===== src/rtl/fifo_arb_rx.sv =====
// fifo_arb_rx: pulls header-framed packets from an upstream FIFO and routes
// each packet whole to one of two client FIFOs. The header selects the client
// and carries the payload count. A one-entry skid absorbs the single byte that
// can still be in flight when the destination fills.

// Single-clock FIFO with a registered read port. rd_data is valid the cycle
// after rd_en is accepted. rst flushes the pointers.
module fifo #(
  parameter int DEPTH_WIDTH = 3,
  parameter int DATA_WIDTH  = 8
) (
  input  logic                  clk,
  input  logic                  rst,
  input  logic                  wr_en,
  input  logic [DATA_WIDTH-1:0] wr_data,
  output logic                  full,
  input  logic                  rd_en,
  output logic [DATA_WIDTH-1:0] rd_data,
  output logic                  empty
);
  localparam int DEPTH = 1 << DEPTH_WIDTH;

  logic [DATA_WIDTH-1:0]  mem [DEPTH];
  logic [DEPTH_WIDTH:0]   wptr, rptr;

  // The extra pointer bit tells full apart from empty when the low bits match.
  assign empty = (wptr == rptr);
  assign full  = (wptr[DEPTH_WIDTH] != rptr[DEPTH_WIDTH]) &&
                 (wptr[DEPTH_WIDTH-1:0] == rptr[DEPTH_WIDTH-1:0]);

  // Storage array; it is never reset, since the pointers decide what is valid.
  always_ff @(posedge clk) begin
    if (wr_en && !full) mem[wptr[DEPTH_WIDTH-1:0]] <= wr_data;
  end

  // Pointer update and registered read data.
  always_ff @(posedge clk or posedge rst) begin
    if (rst) begin
      wptr    <= '0;
      rptr    <= '0;
      rd_data <= '0;
    end else begin
      if (wr_en && !full) wptr <= wptr + 1'b1;
      if (rd_en && !empty) begin
        rd_data <= mem[rptr[DEPTH_WIDTH-1:0]];
        rptr    <= rptr + 1'b1;
      end
    end
  end
endmodule

module fifo_arb_rx #(
  parameter int               DWIDTH  = 8,
  parameter int               AWIDTH  = 3,
  parameter logic [DWIDTH-1:0] SELMASK = 8'h80,
  parameter logic [DWIDTH-1:0] CNTMASK = 8'h70
) (
  input  logic              CLK,
  input  logic              RESET,
  input  logic              fifo_rdempty,
  output logic              fifo_rden,
  input  logic [DWIDTH-1:0] fifo_rddata,
  input  logic              c1_rden,
  output logic [DWIDTH-1:0] c1_rddata,
  output logic              c1_rdempty,
  input  logic              c2_rden,
  output logic [DWIDTH-1:0] c2_rddata,
  output logic              c2_rdempty
);
  localparam int NCLI = 2;

  // Bit position of the lowest set bit of the count field.
  function automatic int lsb_idx(input logic [DWIDTH-1:0] m);
    int r;
    r = 0;
    for (int i = DWIDTH - 1; i >= 0; i--) if (m[i]) r = i;
    return r;
  endfunction

  localparam int CNT_SH = lsb_idx(CNTMASK);

  typedef enum logic [1:0] {IDLE, HDR, PAY} state_t;

  state_t state, state_nx;

  // Client FIFO ports. Index 0 is client 1 and index 1 is client 2.
  logic [NCLI-1:0]             cl_wr, cl_full, cl_rd, cl_empty;
  logic [NCLI-1:0][DWIDTH-1:0] cl_rdata;
  logic [DWIDTH-1:0]           wr_data;

  logic [2:0]        issue_cnt, arr_cnt;   // reads left to issue, bytes left to arrive
  logic              dest_r;               // 0 = client 1, 1 = client 2
  logic              rd_pend;              // upstream data valid this cycle
  logic              skid_vld;
  logic [DWIDTH-1:0] skid_data;

  logic              hdr_dest, cur_dest, rd_issue;
  logic [2:0]        hdr_n;
  logic              skid_set, skid_clr;

  genvar g;
  generate
    for (g = 0; g < NCLI; g++) begin : g_cli
      fifo #(.DEPTH_WIDTH(AWIDTH), .DATA_WIDTH(DWIDTH)) u_fifo (
        .clk     (CLK),
        .rst     (RESET),
        .wr_en   (cl_wr[g]),
        .wr_data (wr_data),
        .full    (cl_full[g]),
        .rd_en   (cl_rd[g]),
        .rd_data (cl_rdata[g]),
        .empty   (cl_empty[g])
      );
    end
  endgenerate

  assign cl_rd      = {c2_rden, c1_rden};
  assign c1_rddata  = cl_rdata[0];
  assign c2_rddata  = cl_rdata[1];
  assign c1_rdempty = cl_empty[0];
  assign c2_rdempty = cl_empty[1];

  // Header decode. It is only meaningful in HDR, when the header is on fifo_rddata.
  assign hdr_dest = ((fifo_rddata & SELMASK) == SELMASK) ? 1'b0 : 1'b1;
  assign hdr_n    = 3'((fifo_rddata & CNTMASK) >> CNT_SH);
  assign cur_dest = (state == HDR) ? hdr_dest : dest_r;

  // The read strobe is forced low while reset is held, whatever the upstream level.
  assign fifo_rden = rd_issue && !RESET;

  // Next-state logic and the upstream read decision.
  always_comb begin
    state_nx = state;
    rd_issue = 1'b0;
    case (state)
      IDLE: begin
        if (!fifo_rdempty && !skid_vld) begin
          rd_issue = 1'b1;
          state_nx = HDR;
        end
      end
      HDR: begin
        // No read in this cycle: the header is being decoded.
        state_nx = (hdr_n == 3'd0) ? IDLE : PAY;
      end
      PAY: begin
        if (!fifo_rdempty && (issue_cnt != 3'd0) && !skid_vld && !cl_full[dest_r])
          rd_issue = 1'b1;
        if ((arr_cnt == 3'd0) && !skid_vld) state_nx = IDLE;
      end
      default: state_nx = IDLE;
    endcase
  end

  // Client write steering. A full skid always drains before a new arrival is written.
  // A byte cannot arrive while the skid is full, because a read is issued only when
  // the skid is empty and the destination is not full.
  always_comb begin
    cl_wr    = '0;
    wr_data  = skid_data;
    skid_set = 1'b0;
    skid_clr = 1'b0;
    if (skid_vld) begin
      if (!cl_full[dest_r]) begin
        cl_wr[dest_r] = 1'b1;
        skid_clr      = 1'b1;
      end
    end else if (rd_pend) begin
      if (!cl_full[cur_dest]) begin
        cl_wr[cur_dest] = 1'b1;
        wr_data         = fifo_rddata;
      end else begin
        skid_set = 1'b1;
      end
    end
  end

  // State register.
  always_ff @(posedge CLK or posedge RESET) begin
    if (RESET) state <= IDLE;
    else       state <= state_nx;
  end

  // Arrival tracking and the skid register.
  always_ff @(posedge CLK or posedge RESET) begin
    if (RESET) begin
      rd_pend   <= 1'b0;
      skid_vld  <= 1'b0;
      skid_data <= '0;
    end else begin
      rd_pend <= fifo_rden;
      if (skid_set) begin
        skid_vld  <= 1'b1;
        skid_data <= fifo_rddata;
      end else if (skid_clr) begin
        skid_vld <= 1'b0;
      end
    end
  end

  // Packet context: destination plus the issue and arrival countdowns.
  always_ff @(posedge CLK or posedge RESET) begin
    if (RESET) begin
      dest_r    <= 1'b0;
      issue_cnt <= '0;
      arr_cnt   <= '0;
    end else begin
      case (state)
        HDR: begin
          dest_r    <= hdr_dest;
          issue_cnt <= hdr_n;
          arr_cnt   <= hdr_n;
        end
        PAY: begin
          if (rd_issue) issue_cnt <= issue_cnt - 3'd1;
          if (rd_pend)  arr_cnt   <= arr_cnt - 3'd1;
        end
        default: ;
      endcase
    end
  end
endmodule


===== config.mk =====
export PLATFORM = sky130hd
export DESIGN_NAME = fifo_arb_rx
export DESIGN_NICKNAME = d
export VERILOG_FILES = /design/src/rtl/fifo_arb_rx.sv
export SDC_FILE = /design/constraint.sdc
export NUM_CORES = 1
export LEC_CHECK = 0
export BUFFER_PORTS_ARGS = -buffer_cell sky130_fd_sc_hd__buf_2
export CORE_ASPECT_RATIO = 0.75
export CORE_MARGIN = 3
export CORE_UTILIZATION = 41
export CTS_CLUSTER_SIZE = 40
export DETAILED_ROUTE_END_ITERATION = 16
export HOLD_SLACK_MARGIN = 0.12
export PLACE_DENSITY = 0.56
export RECOVER_POWER = 50
export SETUP_SLACK_MARGIN = 0.05
export SLEW_MARGIN = 30
export SYNTH_ARGS = -nofsm -noshare
export SYNTH_HDL_FRONTEND = slang
export SYNTH_SLANG_ARGS = --single-unit
export TNS_END_PERCENT = 100

===== constraint.sdc =====
create_clock -name CLK -period 2.5 [get_ports CLK]
set_clock_uncertainty 0.15 [all_clocks]
set_input_delay 0.375 -clock CLK [delete_from_list [all_inputs] [get_ports CLK]]
set_output_delay 0.375 -clock CLK [all_outputs]
set_load 0.01 [all_outputs]

# After elaboration in Yosys (flattened, before gate mapping)
# Memories as Yosys holds them, arrays and structs flattened. A register that Yosys moved wholly into a read port is not among the register bits.
# Cells that the tools add are included.
word_totals:
  ff_bits: 35
  mem_bits_rw: 128
  output_inout_bits: 19
  wordCells: 105
  memories: 2
classes:
  n_addsub: 6
  magnitude_cmp: 4
  eq_ne: 12
  mux: 39
  reduce_logical: 31
memory_table:
  columns: ["name", "depth", "width", "read_ports", "rd_ports_with_merged_regs", "wr", "line_no", "text"]
  rows:
  - ["g_cli[0].u_fifo.mem", 8, 8, 1, 1, 1, "23", "logic [DATA_WIDTH-1:0] mem [DEPTH];"]
  - ["g_cli[1].u_fifo.mem", 8, 8, 1, 1, 1, "23", null]
op_table:
  columns: ["operator", "n"]
  rows:
  - ["$mux W8", 3]
  - ["$mux W1", 21]
  - ["$add A4 B1 Y4 const B", 4]
  - ["$logic_and A1 B1 Y1", 14]
  - ["$mux W2", 7]
  - ["$pmux W3 S2", 2]
  - ["$eq A4 B4 Y1", 2]
  - ["$logic_not A1 Y1", 8]
  - ["$ne A2 B2 Y1 const B", 4]
  - ["$eq A3 B3 Y1", 2]
  - ["$logic_not A3 Y1", 2]
  - ["$mux W3", 2]
  - ["$pmux W2 S3", 1]
  - ["$reduce_and A2 Y1", 3]
  - ["$sub A3 B1 Y3 const B", 2]
  - ["$lt A1 B2 Y1 const B", 2]
  - ["$reduce_bool A2 Y1", 2]
  - ["$reduce_bool A3 Y1", 1]
  - ["$demux W1 S1", 2]
  - ["$eq A2 B1 Y1 const B", 1]
  - ["$eq A2 B2 Y1 const B", 1]
  - ["$ge A1 B1 Y1 const B", 2]
  - ["$logic_not A2 Y1", 1]
  - ["$ne A1 B1 Y1", 2]
  - ["$pmux W1 S2", 1]

# Longest topological paths before layout
depth:
  depth_word: 12
  depth_mapped: 7
  ltp_nobuf: 7

# Modules after synthesis
# From an unflattened synthesis, not the netlist that was laid out.
hier_totals:
  cells_unflattened: 444
  hier_area_um2: 7612.3
modules_own_cells:
  columns: ["module", "instances", "cells_per_inst", "area_per_inst_um2", "seq_area_each_um2"]
  rows:
  - ["fifo at g_cli[0].u_fifo", 1, 170, 3255.6, 2322.2]
  - ["fifo at g_cli[1].u_fifo", 1, 169, 3194.3, 2322.2]
  - ["fifo_arb_rx", 1, 105, 1162.4, 475.5]

# Worst setup path before layout
# No wires, ideal clock.
synth_timing:
  path_type: "reg2reg"
  from: "register g_cli[1].u_fifo.rptr[1]"
  to: "memory g_cli[1].u_fifo.mem[4][0] (enable)"
  t_arrival_ps: 1879
  required_ps: 1965
  setup_slack_ps: 85
  path_stages_with_launch: 7
  n_path_buf: 1
  synth_period_minus_slack_ps: 2415
  path_cell_list: "dfrtp_1 > buf_2 > xnor2_2 > nand4_2 > a21boi_2 > nand2b_1 > nor3b_1"
synth_via:
  elab_chain_len: 10
synth_lines:
  columns: ["item", "line_no", "text"]
  rows:
  - ["start, declared", "24", "logic [DEPTH_WIDTH:0] wptr, rptr;"]
  - ["start signal, assigned", "46", "rptr <= rptr + 1'b1;"]
  - ["$eq A3 B3 Y1 *", "29", "(wptr[DEPTH_WIDTH-1:0] == rptr[DEPTH_WIDTH-1:0]);"]
  - ["$logic_and A1 B1 Y1 *", "28", "assign full = (wptr[DEPTH_WIDTH] != rptr[DEPTH_WIDTH]) &&"]
  - ["$mux W1 (implied by the code) (2 in a row)", "169", "if (!cl_full[cur_dest]) begin"]
  - ["$mux W2", "169", null]
  - ["$mux W2", "168", "end else if (rd_pend) begin"]
  - ["$mux W2", "163", "if (skid_vld) begin"]
  - ["$logic_and A1 B1 Y1 *", "33", "if (wr_en && !full) mem[wptr[DEPTH_WIDTH-1:0]] <= wr_data;"]
  - ["$mux W1 *", "33", null]
  - ["$mux W1 (implied by the code) *", "33", null]
  - ["end, declared", "23", null]
# Every way passes the cells marked *; elsewhere a longest branch is shown, timed or not. The select of a mux whose other input is x is not followed.

# Worst setup path in the final report
layout_timing:
  from: "register g_cli[1].u_fifo.wptr[1]"
  to: "output fifo_rden"
layout_via:
  elab_chain_len: 9
layout_lines:
  columns: ["item", "line_no", "text"]
  rows:
  - ["start, declared", "24", null]
  - ["start signal, assigned", "43", "if (wr_en && !full) wptr <= wptr + 1'b1;"]
  - ["$eq A3 B3 Y1", "29", null]
  - ["$logic_and A1 B1 Y1", "28", null]
  - ["$mux W1 (implied by the code) (2 in a row)", "147", "if (!fifo_rdempty && (issue_cnt != 3'd0) && !skid_vld && !cl_full[dest_r])"]
  - ["$logic_not A1 Y1", null, null]
  - ["$logic_and A1 B1 Y1", "147", null]
  - ["$mux W1", "147", null]
  - ["$pmux W1 S2", "135", "case (state)"]
  - ["$logic_and A1 B1 Y1", "129", "assign fifo_rden = rd_issue && !RESET;"]
  - ["end, declared", "61", "output logic fifo_rden,"]
# Every way passes these cells. The select of a mux whose other input is x is not followed.

==> key figures <==
Pwr
  – Total power draw: 10.8 mW
  – Leak: 3.32 nW
  – PD cells: 1210 nW/µm²
  – Maximum vdd drop: between 0.8 and 0.9 mV

Global routing
  – Initial antenna violation count: 0
  – All-Layer GR Usage: 0.175
  – Vias in the first global route: 4059
  – Global-route wire length before repair: 24500 µm
  – Overflow after GRT: 0
  – Largest net degree at the start of global routing: 22

Floorplan
  – Core ar.: 17800 µm²
  – Die area: 19900 µm²
  – Die width: 162 µm
  – Num rows: 42
  – Top-Level Pins: 32
  – Initial Util: 0.422
  – Die Y: 123 µm

Place
  – I/O Buffers: 31
  – Post-Place Cell Area: ~8100 µm²
  – HPWL Detailed: 10300 µm
  – Gpl congestion: a little over 0.8

Timing
  – Unrepaired setup endpoints after global routing: yes
  – Final hold violation count: 0
  – Tmin final: approximately 2400 ps
  – # setup viols final: 0
  – Fin. max-slew vios: 0
  – Max Fclk: between 400 and 500 MHz
  – Slew HR: 0.440
  – Period utilisation layout: 0.970
  – Slew @ Worst Pin: 839 ps

Final layout
  – Area delta synth->final: 18.8%
  – Design area: around 9000 µm²
  – Antenna diodes: 0
  – Proportion of layout cells with a drive suffix above 1: 0.346
  – # nets final: 537

Setup path
  – R2R Setup Slk: around 190 ps
  – CP max stage delay: 450 ps
  – Crit. End Element: output port
  – Peak fanout along the critical path: 6
  – CP max-delay cell: dfrtp_1
  – Worst EP arrival: 1900 ps
  – Crit. path cell count: 6
  – Worst setup SP type: register
  – Top delay family on crit path: flip-flops
  – Worst path required time: 1980 ps
  – CP Class: register to output port
  – CP Buf/Inv Count: 2
  – Worst-path cell chain: xnor2_2 -> nand4_2 -> buf_4 -> a22oi_2 -> a21oi_2 -> buf_2
  – Worst Reg-to-Reg Cells: 7

Clock network
  – Clock sink total: 179
  – CTS tree: yes
  – Clock-pin transition on the worst setup and hold timing paths: ~60 ps
  – Clock Path Buffers: 2
  – Clock Root Buffer: clkbuf_16
  – H-tree depth: 4
  – Clock buffer count from CTS: 17
  – Worst-Skew Late Latency: ~420 ps

Worst hold path
  – WHS Path Cells: 2
  – Hold Path Class: input pin to register

Drt
  – Residual DRC: 0
  – Pre-Repair DR Iteration Count: 4
  – DRT antenna net count: 0
  – DRT iter0 DRCs: 287
  – Vias: 4031
  – DRT Wirelength: between 15000 and 20000 µm
  – WL/cell: 21.2 µm
  – Vias/cell: 5.23

Synthesis
  – Post-synth cell types: between 40 and 50
  – Cell type with the largest total area after synthesis: edfxtp_1
  – Gate Count Post-Synth: 438
  – Share of the synthesized area in the top cell type: 0.513
  – Top cells by area, synth: edfxtp_1 (51%), dfrtp_1 (17%), mux4_2 (9.6%)
  – Yosys warning total: 0
  – Synthesized Nets: 459
  – Netlist Area Pre-Place: between 7000 and 8000 µm²
  – Sequential area share after synthesis: 0.684
  – Syn avg cell area: 17.1 µm²
  – Flops & latches, synth: ~180

Run status
  – Status: complete, no violations

Job
  – Max-Cap Viols: 0
-- flip-flops by register name, summed over array words and instances, names as in the netlist, 2 cells and up --
register,cells
state,2
g_cli.u_fifo.mem,128
g_cli.u_fifo.wptr,8
skid_data,8
issue_cnt,3
arr_cnt,3
g_cli.u_fifo.rd_data,16
g_cli.u_fifo.rptr,8
-- cell families after synthesis --
logic type,after synthesis,synth area share
AO/OA/AOI/OAI,36,0.0279
XOR/XNOR,21,0.0306
adder cells (fa/ha/maj),8,0.0134
buffers and inverters,34,0.0261
flip-flops,179,0.684
multiplexers,71,0.157
AND/OR/NAND/NOR,89,0.0617
-- synthesized netlist by cell type --
master and number:
edfxtp_1 128, dfrtp_1 51, nand2_1 39, mux4_2 32
o21ai_0 21, mux2i_1 16, inv_1 14, mux2_2 14
nor2_1 10, mux2_4 9, buf_6 8, ha_1 8
xor2_1 8, nand2b_1 7, xnor2_1 7, buf_2 6
nand3_1 6, nor3b_1 6, xnor2_2 6, nor3_1 5
a21oi_1 4, clkbuf_1 4, o22ai_1 3, buf_1 2
nand4_2 2, nand4b_1 2, or3_1 2, a211oi_1 1
a21boi_2 1, a22oi_1 1, a31oi_1 1, and3_1 1
and3_4 1, and4_1 1, nand3b_1 1, nand4_1 1
nor2_4 1, nor2b_1 1, nor4_1 1, nor4b_1 1
o2111ai_1 1, o211ai_1 1, o21a_1 1, o311ai_0 1
or2_2 1
-- timing repair --
action                     CTS  global route
hold endpoints to repair    27             0
hold buffers                 8             0
pin swaps                    4             3
setup endpoints to repair    1           168
buffers inserted             3             1
gates resized for setup     11            10
-- routing by layer --
layer | vias up | share of wire | global-route usage
li1 | 1824 | - | -
met1 | 2099 | 0.49 | 0.260
met2 | 98 | 0.45 | 0.257
met3 | 10 | 0.046 | 0.0442
met4 | 0 | 0.010 | 0.0495
met5 | - | 0 | 0
-- through the flow --
step           cells  hold slack, ps  TNS (ps)   util  setup WS, ps
2_1_floorplan    438             310         0      -          85.4
3_3_place_gp     727             273         0  0.457           185
3_5_place_dp     727             292         0  0.457           149
4_1_cts          770             136         0  0.499          50.4
5_1_grt          771             152     -21.7  0.501         -21.7
6_report         771             149         0  0.501          75.7
-- area by class of cell --
cell class	instances	area (µm²)
inverter	14	52.6
sequential	179	5120
clock buffer	18	429
fill	1526	8860
timing repair buffer	79	557
clock inverter	14	173
tap	242	303
multi-input combinational	225	2260
-- worst reg2reg max path: stages (launching register included) --
cell and delay, ps:
dfrtp_1 400, buf_4 160, nand2b_1 230, a211oi_2 240, o21a_1 240, nand2b_1 150, nor3_1 170, buf_4 250
-- placed cells by master (no fill, tap or decap), drive strengths merged, types with 6 or more instances in the layout --
| master | instances |
|---|---|
| edfxtp | 128 |
| buf | 69 |
| dfrtp | 51 |
| nand2 | 39 |
| mux4 | 32 |
| mux2 | 23 |
| o21ai | 21 |
| clkbuf | 20 |
| inv | 19 |
| mux2i | 16 |
| xnor2 | 13 |
| nor2 | 11 |
| dlygate4sd3 | 8 |
| xor2 | 8 |
| ha | 8 |
| nand2b | 7 |
| nand3 | 6 |
| nor3b | 6 |
-- worst paths after layout --
check,start,endpoint
worst min-delay path,fifo_rddata[5],skid_data[5]
worst max-delay path,g_cli[1].u_fifo.wptr[1],fifo_rden
max in group asynchronous,RESET,g_cli[1].u_fifo.rd_data[6]
min in group asynchronous,RESET,rd_pend
worst max register to register,skid_vld,g_cli[0].u_fifo.mem[0][5]
worst min register to register,g_cli[1].u_fifo.rd_data[4],g_cli[1].u_fifo.rd_data[4]
-- power by group --
group          total (mW)  leakage [nW]  internal [mW]  switching, mW
logic                3.64          1.25           1.68           1.96
clock network        2.72         0.294           1.59           1.13
registers            4.45          1.77           4.09          0.354
Note: power is estimated with default switching activity, not from simulation.
